`src/rtl/teeter_game_ctrl_if.sv`:
```
// teeter_game_ctrl_if: frame/button/ball-position inputs and game status outputs of the level sequencer
interface teeter_game_ctrl_if;
  logic        screenend;
  logic        btn_start;
  logic        btn_pause;
  logic [9:0]  bl_x;
  logic [9:0]  bl_y;
  logic        is_game_playing;
  logic        ball_rst;
  logic [9:0]  init_x;
  logic [9:0]  init_y;
  logic [1:0]  level;
  logic [2:0]  lives;
  logic [15:0] frame_cnt;
  logic        game_over;
  logic        game_won;
  modport master (
    output screenend, btn_start, btn_pause, bl_x, bl_y,
    input  is_game_playing, ball_rst, init_x, init_y, level, lives, frame_cnt, game_over, game_won
  );
  modport slave (
    input  screenend, btn_start, btn_pause, bl_x, bl_y,
    output is_game_playing, ball_rst, init_x, init_y, level, lives, frame_cnt, game_over, game_won
  );
endinterface

```
`src/rtl/teeter_game_ctrl.sv`:
```
// teeter_game_ctrl: level/round sequencer that gates the ball mover and judges hole/goal hits once per frame
module teeter_game_ctrl #(
  parameter int          SPRITE_SIZE   = 32,
  parameter int          NUM_LEVELS    = 4,
  parameter int          LIVES         = 3,
  parameter int          SETTLE_FRAMES = 30,
  parameter int          FALL_FRAMES   = 60,
  parameter int          CLEAR_FRAMES  = 90,
  parameter int          HOLE_R        = 8,
  parameter int          GOAL_R        = 10,
  parameter logic [39:0] LVL_START_X   = {10'd160, 10'd140, 10'd120, 10'd100},
  parameter logic [39:0] LVL_START_Y   = {10'd80, 10'd70, 10'd60, 10'd50},
  parameter logic [39:0] LVL_HOLE_X    = {10'd260, 10'd240, 10'd220, 10'd200},
  parameter logic [39:0] LVL_HOLE_Y    = {10'd130, 10'd120, 10'd110, 10'd100},
  parameter logic [39:0] LVL_GOAL_X    = {10'd340, 10'd320, 10'd300, 10'd280},
  parameter logic [39:0] LVL_GOAL_Y    = {10'd170, 10'd160, 10'd150, 10'd140}
) (
  input logic CLK,
  input logic rst,
  teeter_game_ctrl_if.slave io
);
  localparam logic [3:0] S_IDLE     = 4'd0;
  localparam logic [3:0] S_LOAD     = 4'd1;
  localparam logic [3:0] S_SETTLE   = 4'd2;
  localparam logic [3:0] S_PLAY     = 4'd3;
  localparam logic [3:0] S_PAUSE    = 4'd4;
  localparam logic [3:0] S_FALL     = 4'd5;
  localparam logic [3:0] S_CLEAR    = 4'd6;
  localparam logic [3:0] S_GAMEOVER = 4'd7;
  localparam logic [3:0] S_WIN      = 4'd8;
  localparam logic [1:0] LAST_LEVEL = 2'(NUM_LEVELS - 1);
  logic [3:0]  state;
  logic [1:0]  level;
  logic [2:0]  lives;
  logic [15:0] frame_cnt;
  logic [15:0] fcnt;
  logic [15:0] fcnt_last;
  logic        fcnt_done;
  logic        hole_hit;
  logic        goal_hit;
  function automatic logic near(input logic [9:0] p, input logic [9:0] t, input int r);
    logic [10:0]        c;
    logic signed [11:0] d;
    logic [11:0]        a;
    c = {1'b0, p} + 11'(SPRITE_SIZE / 2);
    d = $signed({1'b0, c}) - $signed({2'b00, t});
    a = d[11] ? 12'(-d) : 12'(d);
    return a <= 12'(r);
  endfunction
  assign hole_hit = near(io.bl_x, LVL_HOLE_X[10*level +: 10], HOLE_R) && near(io.bl_y, LVL_HOLE_Y[10*level +: 10], HOLE_R);
  assign goal_hit = near(io.bl_x, LVL_GOAL_X[10*level +: 10], GOAL_R) && near(io.bl_y, LVL_GOAL_Y[10*level +: 10], GOAL_R);
  assign fcnt_last = state == S_SETTLE ? 16'(SETTLE_FRAMES - 1) :
                     state == S_FALL   ? 16'(FALL_FRAMES - 1)   : 16'(CLEAR_FRAMES - 1);
  assign fcnt_done = io.screenend && fcnt == fcnt_last;
  // game sequencing: load/settle/play/pause/fall/clear plus lives, level and play-time bookkeeping
  always_ff @(posedge CLK) begin
    if (rst) begin
      state     <= S_IDLE;
      level     <= 2'd0;
      lives     <= 3'(LIVES);
      frame_cnt <= 16'd0;
      fcnt      <= 16'd0;
    end else begin
      case (state)
        S_IDLE, S_GAMEOVER, S_WIN: if (io.btn_start) begin
          state     <= S_LOAD;
          level     <= 2'd0;
          lives     <= 3'(LIVES);
          frame_cnt <= 16'd0;
        end
        S_LOAD: begin
          state <= S_SETTLE;
          fcnt  <= 16'd0;
        end
        S_SETTLE, S_FALL, S_CLEAR: if (fcnt_done) begin
          state <= state == S_SETTLE ? S_PLAY :
                   state == S_FALL   ? (lives != 3'd0 ? S_LOAD : S_GAMEOVER) :
                   (level == LAST_LEVEL ? S_WIN : S_LOAD);
          if (state == S_CLEAR && level != LAST_LEVEL) level <= level + 2'd1;
        end else if (io.screenend) begin
          fcnt <= fcnt + 16'd1;
        end
        S_PLAY: begin
          fcnt <= 16'd0;
          if (io.screenend && frame_cnt != 16'hFFFF) frame_cnt <= frame_cnt + 16'd1;
          if (io.screenend && hole_hit) begin
            state <= S_FALL;
            lives <= lives - 3'd1;
          end else if (io.screenend && goal_hit) begin
            state <= S_CLEAR;
          end else if (io.btn_pause) begin
            state <= S_PAUSE;
          end
        end
        S_PAUSE: if (io.btn_pause) state <= S_PLAY;
        default: state <= S_IDLE;
      endcase
    end
  end
  assign io.is_game_playing = state == S_PLAY;
  assign io.ball_rst        = state == S_LOAD;
  assign io.game_over       = state == S_GAMEOVER;
  assign io.game_won        = state == S_WIN;
  assign io.init_x          = LVL_START_X[10*level +: 10];
  assign io.init_y          = LVL_START_Y[10*level +: 10];
  assign io.level           = level;
  assign io.lives           = lives;
  assign io.frame_cnt       = frame_cnt;
endmodule

```
`src/flat_wrapper.sv`:
```
// flat-port wrapper written by rule: the top's interface ports become plain ports
module teeter_game_ctrl_flat 
#(
  parameter int          SPRITE_SIZE   = 32,
  parameter int          NUM_LEVELS    = 4,
  parameter int          LIVES         = 3,
  parameter int          SETTLE_FRAMES = 30,
  parameter int          FALL_FRAMES   = 60,
  parameter int          CLEAR_FRAMES  = 90,
  parameter int          HOLE_R        = 8,
  parameter int          GOAL_R        = 10,
  parameter logic [39:0] LVL_START_X   = {10'd160, 10'd140, 10'd120, 10'd100},
  parameter logic [39:0] LVL_START_Y   = {10'd80, 10'd70, 10'd60, 10'd50},
  parameter logic [39:0] LVL_HOLE_X    = {10'd260, 10'd240, 10'd220, 10'd200},
  parameter logic [39:0] LVL_HOLE_Y    = {10'd130, 10'd120, 10'd110, 10'd100},
  parameter logic [39:0] LVL_GOAL_X    = {10'd340, 10'd320, 10'd300, 10'd280},
  parameter logic [39:0] LVL_GOAL_Y    = {10'd170, 10'd160, 10'd150, 10'd140}
)
  (CLK, rst, io_screenend, io_btn_start, io_btn_pause, io_bl_x, io_bl_y, io_is_game_playing, io_ball_rst, io_init_x, io_init_y, io_level, io_lives, io_frame_cnt, io_game_over, io_game_won);
  teeter_game_ctrl_if io_i ();
  input logic CLK;
  input logic rst;
  input wire logic [$bits(io_i.screenend)-1:0] io_screenend;
  input wire logic [$bits(io_i.btn_start)-1:0] io_btn_start;
  input wire logic [$bits(io_i.btn_pause)-1:0] io_btn_pause;
  input wire logic [$bits(io_i.bl_x)-1:0] io_bl_x;
  input wire logic [$bits(io_i.bl_y)-1:0] io_bl_y;
  output wire logic [$bits(io_i.is_game_playing)-1:0] io_is_game_playing;
  output wire logic [$bits(io_i.ball_rst)-1:0] io_ball_rst;
  output wire logic [$bits(io_i.init_x)-1:0] io_init_x;
  output wire logic [$bits(io_i.init_y)-1:0] io_init_y;
  output wire logic [$bits(io_i.level)-1:0] io_level;
  output wire logic [$bits(io_i.lives)-1:0] io_lives;
  output wire logic [$bits(io_i.frame_cnt)-1:0] io_frame_cnt;
  output wire logic [$bits(io_i.game_over)-1:0] io_game_over;
  output wire logic [$bits(io_i.game_won)-1:0] io_game_won;
  assign io_i.screenend = io_screenend;
  assign io_i.btn_start = io_btn_start;
  assign io_i.btn_pause = io_btn_pause;
  assign io_i.bl_x = io_bl_x;
  assign io_i.bl_y = io_bl_y;
  assign io_is_game_playing = io_i.is_game_playing;
  assign io_ball_rst = io_i.ball_rst;
  assign io_init_x = io_i.init_x;
  assign io_init_y = io_i.init_y;
  assign io_level = io_i.level;
  assign io_lives = io_i.lives;
  assign io_frame_cnt = io_i.frame_cnt;
  assign io_game_over = io_i.game_over;
  assign io_game_won = io_i.game_won;
  teeter_game_ctrl #(.SPRITE_SIZE(SPRITE_SIZE), .NUM_LEVELS(NUM_LEVELS), .LIVES(LIVES), .SETTLE_FRAMES(SETTLE_FRAMES), .FALL_FRAMES(FALL_FRAMES), .CLEAR_FRAMES(CLEAR_FRAMES), .HOLE_R(HOLE_R), .GOAL_R(GOAL_R), .LVL_START_X(LVL_START_X), .LVL_START_Y(LVL_START_Y), .LVL_HOLE_X(LVL_HOLE_X), .LVL_HOLE_Y(LVL_HOLE_Y), .LVL_GOAL_X(LVL_GOAL_X), .LVL_GOAL_Y(LVL_GOAL_Y)) u_core (.CLK(CLK), .rst(rst), .io(io_i));
endmodule
```
`config.mk`:
```
export PLATFORM = sky130hd
export DESIGN_NAME = teeter_game_ctrl_flat
export DESIGN_NICKNAME = d
export VERILOG_FILES = /design/src/rtl/teeter_game_ctrl_if.sv /design/src/rtl/teeter_game_ctrl.sv /design/src/flat_wrapper.sv
export SDC_FILE = /design/constraint.sdc
export NUM_CORES = 1
export LEC_CHECK = 0
export ABC_AREA = 1
export CAP_MARGIN = 25
export CORE_ASPECT_RATIO = 1.25
export CORE_UTILIZATION = 40
export CTS_BUF_LIST = sky130_fd_sc_hd__clkbuf_4
export DETAILED_ROUTE_END_ITERATION = 6
export PLACE_DENSITY = 0.58
export SLEW_MARGIN = 0
export SYNTH_ARGS = -nofsm -noshare
export SYNTH_HDL_FRONTEND = slang
export SYNTH_SLANG_ARGS = --single-unit
```
`constraint.sdc`:
```
create_clock -name CLK -period 4.2 [get_ports CLK]
set_input_delay 0.84 -clock CLK [delete_from_list [all_inputs] [get_ports CLK]]
set_output_delay 0.84 -clock CLK [all_outputs]
set_load 0.03 [all_outputs]
```
==> metrics.md <==
| Metric | Value |
|---|---|
| H-tree depth | 2 |
| DR WL/cell | 12.1 um |
| Clk_skew | 0.0112 ns |
| Critical path arrival | 3.96 ns |
| Critical Path Start | io_bl_x[5] |
| Final GP Congestion | 0.869 |
| Final Max Tran Viols | 0 |
| Switching Share | 54.4% |
| Yosys top cell by area | nand2_1 |
| Sink Count | 41 |
| Cell family with most CP delay | simple AND/OR/NAND/NOR gates |
| MaxCap Viol Count | 0 |
| Worst Hold Class | flop to flop |
| CP dominant cell by count | nand3_1 |
| Post-synth EDFFs | 0 |
| Register Area | 821 sq um |
| Synth cell types | 41 |
| Yosys reg bits | 41 |
| Total die area | 13700 sq um |
| Yosys warning count | 0 |
| Seq pwr share | 17.1% |
| Initial antenna violation count | 1 |
| CP Data Required Time | 4.47 ns |
| First-pass DRT Iterations | 5 |
| Layout area overhead | 16.1% |
| Most common cell in the netlist | nand2_1 |
| Fmax | 271 MHz |
| Tightest Pin Transition | 0.637 ns |
| Max transition margin | 57.4% |
| Sequential area share after synthesis | 15.5% |
| Tcrit/Tclk final | 87.9% |
| Core region area | 12800 sq um |
| Worst Hold Launch | u_core.io.lives[2]$_SDFFE_PP0P_ |
| PostCTS Resize Cnt | 0 |
| # nets final | 1054 |
| Area fraction of the dominant cell type after synthesis | 19.1% |
| Die height | 131 um |
| Sw power | 1.62 mW |
| IO Pins | 70 |
| Slowest-stage cell, CP | clkdlybuf4s50_1 |
| Clk slew on worst S/H paths | 0.12 ns |
| Worst-path cell chain | clkdlybuf4s50_1 -> ha_1 -> nand3_1 -> nor2_1 -> inv_1 -> nand2_1 -> inv_2 -> ha_1 -> a21oi_1 -> nand2_1 -> nor2_2 -> inv_1 -> nand3_1 -> nand3_1 -> nor2_2 -> nand2_2 -> nor2_4 -> nand2_2 -> nand3_2 -> nand2_2 -> nand2_4 -> nand3_1 -> nand2_1 -> nor2_1 |
| # Post-CTS Setup Buffers | 0 |
| # port buffers | 61 |
| # fillers | 1447 |
| Largest net degree at the start of global routing | 14 |
| CTS tree | built |
| Post-synth top flop | dfxtp_1 |
| Crit Path Category | input port to flop |
| Root Driver | clkbuf_4 |
| GRT Total Usage | 20.9% |
| FP Rows | 46 |
| Worst Path Max Fanout | 8 |
| CP peak stage delay | 0.53 ns |
| Unrepaired setup endpoints after global routing | false |
| Cells after synthesis | 932 |
| Layout cells sized above 1 | 10.2% |
| Num CTS Buffers | 5 |
| CP startpoint kind | input port |
| Ranking of synthesized cells by area | nand2_1 (19%), dfxtp_1 (15%), inv_1 (9.5%) |
| Comb power frac | 72.1% |
| Power per cell area | 485 nW/um^2 |
| Commonest cells post-synth | nand2_1 (269), inv_1 (134), nor2_1 (95), nand3_1 (89), a21oi_1 (56) |
| Width of the die | 105 um |
| Initial Util | 41.5% |
| Hold buffers post-CTS | 0 |
| Area occupied by multi-input gates | 3780 sq um |
| Final wirelength | 14.1 mm |
| Finish-stage setup viols | 0 |
| Vias | 5657 |
| Crit path capture type | flop |
| Clock latency on the worst-skew pair | 0.37 ns |
| DR vias/cell | 4.86 |
| Pint | 1.36 mW |
| Peak supply drop | 0.305 mV |
| RR Startpoint | u_core.io.level[1]$_SDFFE_PP0P_ |
| Final hold violations | 0 |
| Min Tclk post-route | 3.69 ns |
| Synth Cell Area | 5300 sq um |
| Initial DRC Count | 210 |
| CTS max path bufs | 2 |
| Power Total | 2.99 mW |
| Post-DP HPWL | 11.6 mm |
| Critical path buffers and inverters | 4 |
| Vias in the first global route | 5094 |
| Ys async rst share | 0% |
| First-pass GRT wire length | 23.3 mm |
| Worst hold slack | 0.504 ns |
| Synthesized area per cell | 5.68 sq um |
| Post-route setup TNS | 0 ns |
| Final ANT Viol Nets | 0 |
| Remaining DRCs | 0 |
| Clock Power Share | 10.8% |
| GRT overflow | 0 |
| Leak | 3.04 nW |
| Outcome | finished clean |
final timing paths:
check,depth (start not counted),to,slack (ns)
worst min register to register,2,u_core.io.lives[2]$_SDFFE_PP0P_,0.50
worst max-delay path,24,u_core.state[2]$_SDFFE_PP0P_,0.51
worst max register to register,23,u_core.state[2]$_SDFFE_PP0P_,0.88
worst min-delay path,2,u_core.io.lives[2]$_SDFFE_PP0P_,0.50
cell type report:
type                    instances  area share (%)
clock buffers                   5           0.610
multi-input cells             726            61.4
inverters                     152            9.36
diodes                          1          0.0407
clock inverters                 3            1.06
flip-flops and latches         41            13.3
repair buffers                 68            10.8
well taps                     168            3.42
worst reg2reg max path: stages, from the launching register on:
cell and delay [ns]:
dfxtp_1 0.33, inv_1 0.29, ha_1 0.26, inv_1 0.10, ha_1 0.40, nand3_1 0.14, nand2_1 0.07, nand3_1 0.07
nand2_1 0.05, inv_1 0.07, nand2_2 0.09, nand2_1 0.12, nand2_1 0.12, nor2_1 0.13, xor2_1 0.24, nand3_1 0.12
nor2_1 0.10, nand3_1 0.11, nand3_2 0.08, nand2_2 0.06, nand2_4 0.10, nand3_1 0.07, nand2_1 0.08, nor2_1 0.04
routing by layer:
layer,vias to the layer above,global-route usage [%],part of all wire [%]
met1,2477,26.1,47
met5,-,0,0
met3,13,1.64,2.8
met2,90,38.7,49
li1,3077,-,-
met4,0,5.88,1.4
through the flow:
step / utilization [%] / setup WS, ns / cell area [sq um] / cells
3_3_place_gp: 47.3 / 0.168 / 6050 / 1155
5_1_grt: 48.1 / 0.190 / 6150 / 1164
2_1_floorplan: - / 0.839 / 5320 / 939
6_report: 48.1 / 0.508 / 6150 / 1164
4_1_cts: 48.1 / 0.533 / 6150 / 1163
3_5_place_dp: 47.3 / 0.135 / 6050 / 1155
state kept, by name (all words and copies together) (netlist names):
register,flops
u_core.io.level,2
u_core.fcnt,16
u_core.io.frame_cnt,16
u_core.io.lives,3
u_core.state,4
cell families after synthesis:
kind of cell | synth area share, %
AOI/OAI and AO/OA | 12.3
buffers and inverters | 13.7
other | 0.0708
xor gates and xnor gates | 2.15
and+or+nand+nor | 48.0
DFF | 15.5
adders and majority gates | 8.27
cells in the final DEF (no fill, tap or decap), types with 11 or more instances in the layout:
| cell type | count |
|---|---|
| ha_1 | 35 |
| nand2_1 | 269 |
| o21ai_0 | 33 |
| nor3_1 | 12 |
| a21oi_1 | 56 |
| nor2_1 | 95 |
| inv_1 | 134 |
| nand4_1 | 16 |
| nor2_2 | 11 |
| nand3_1 | 89 |
| clkdlybuf4s50_1 | 61 |
| nand2_2 | 26 |
| dfxtp_1 | 41 |
| inv_2 | 16 |
power groups by stage:
stage	combinational (mW)	sequential [mW]	clock (mW)
after global routing	2.41	0.522	0.347
after CTS	2.16	0.510	0.334
after floorplan	1.57	0.565	0
after global placement	2.15	0.520	0
after detailed placement	2.15	0.516	0
final	2.15	0.511	0.323
No activity file was read; power rests on OpenSTA's default activity.
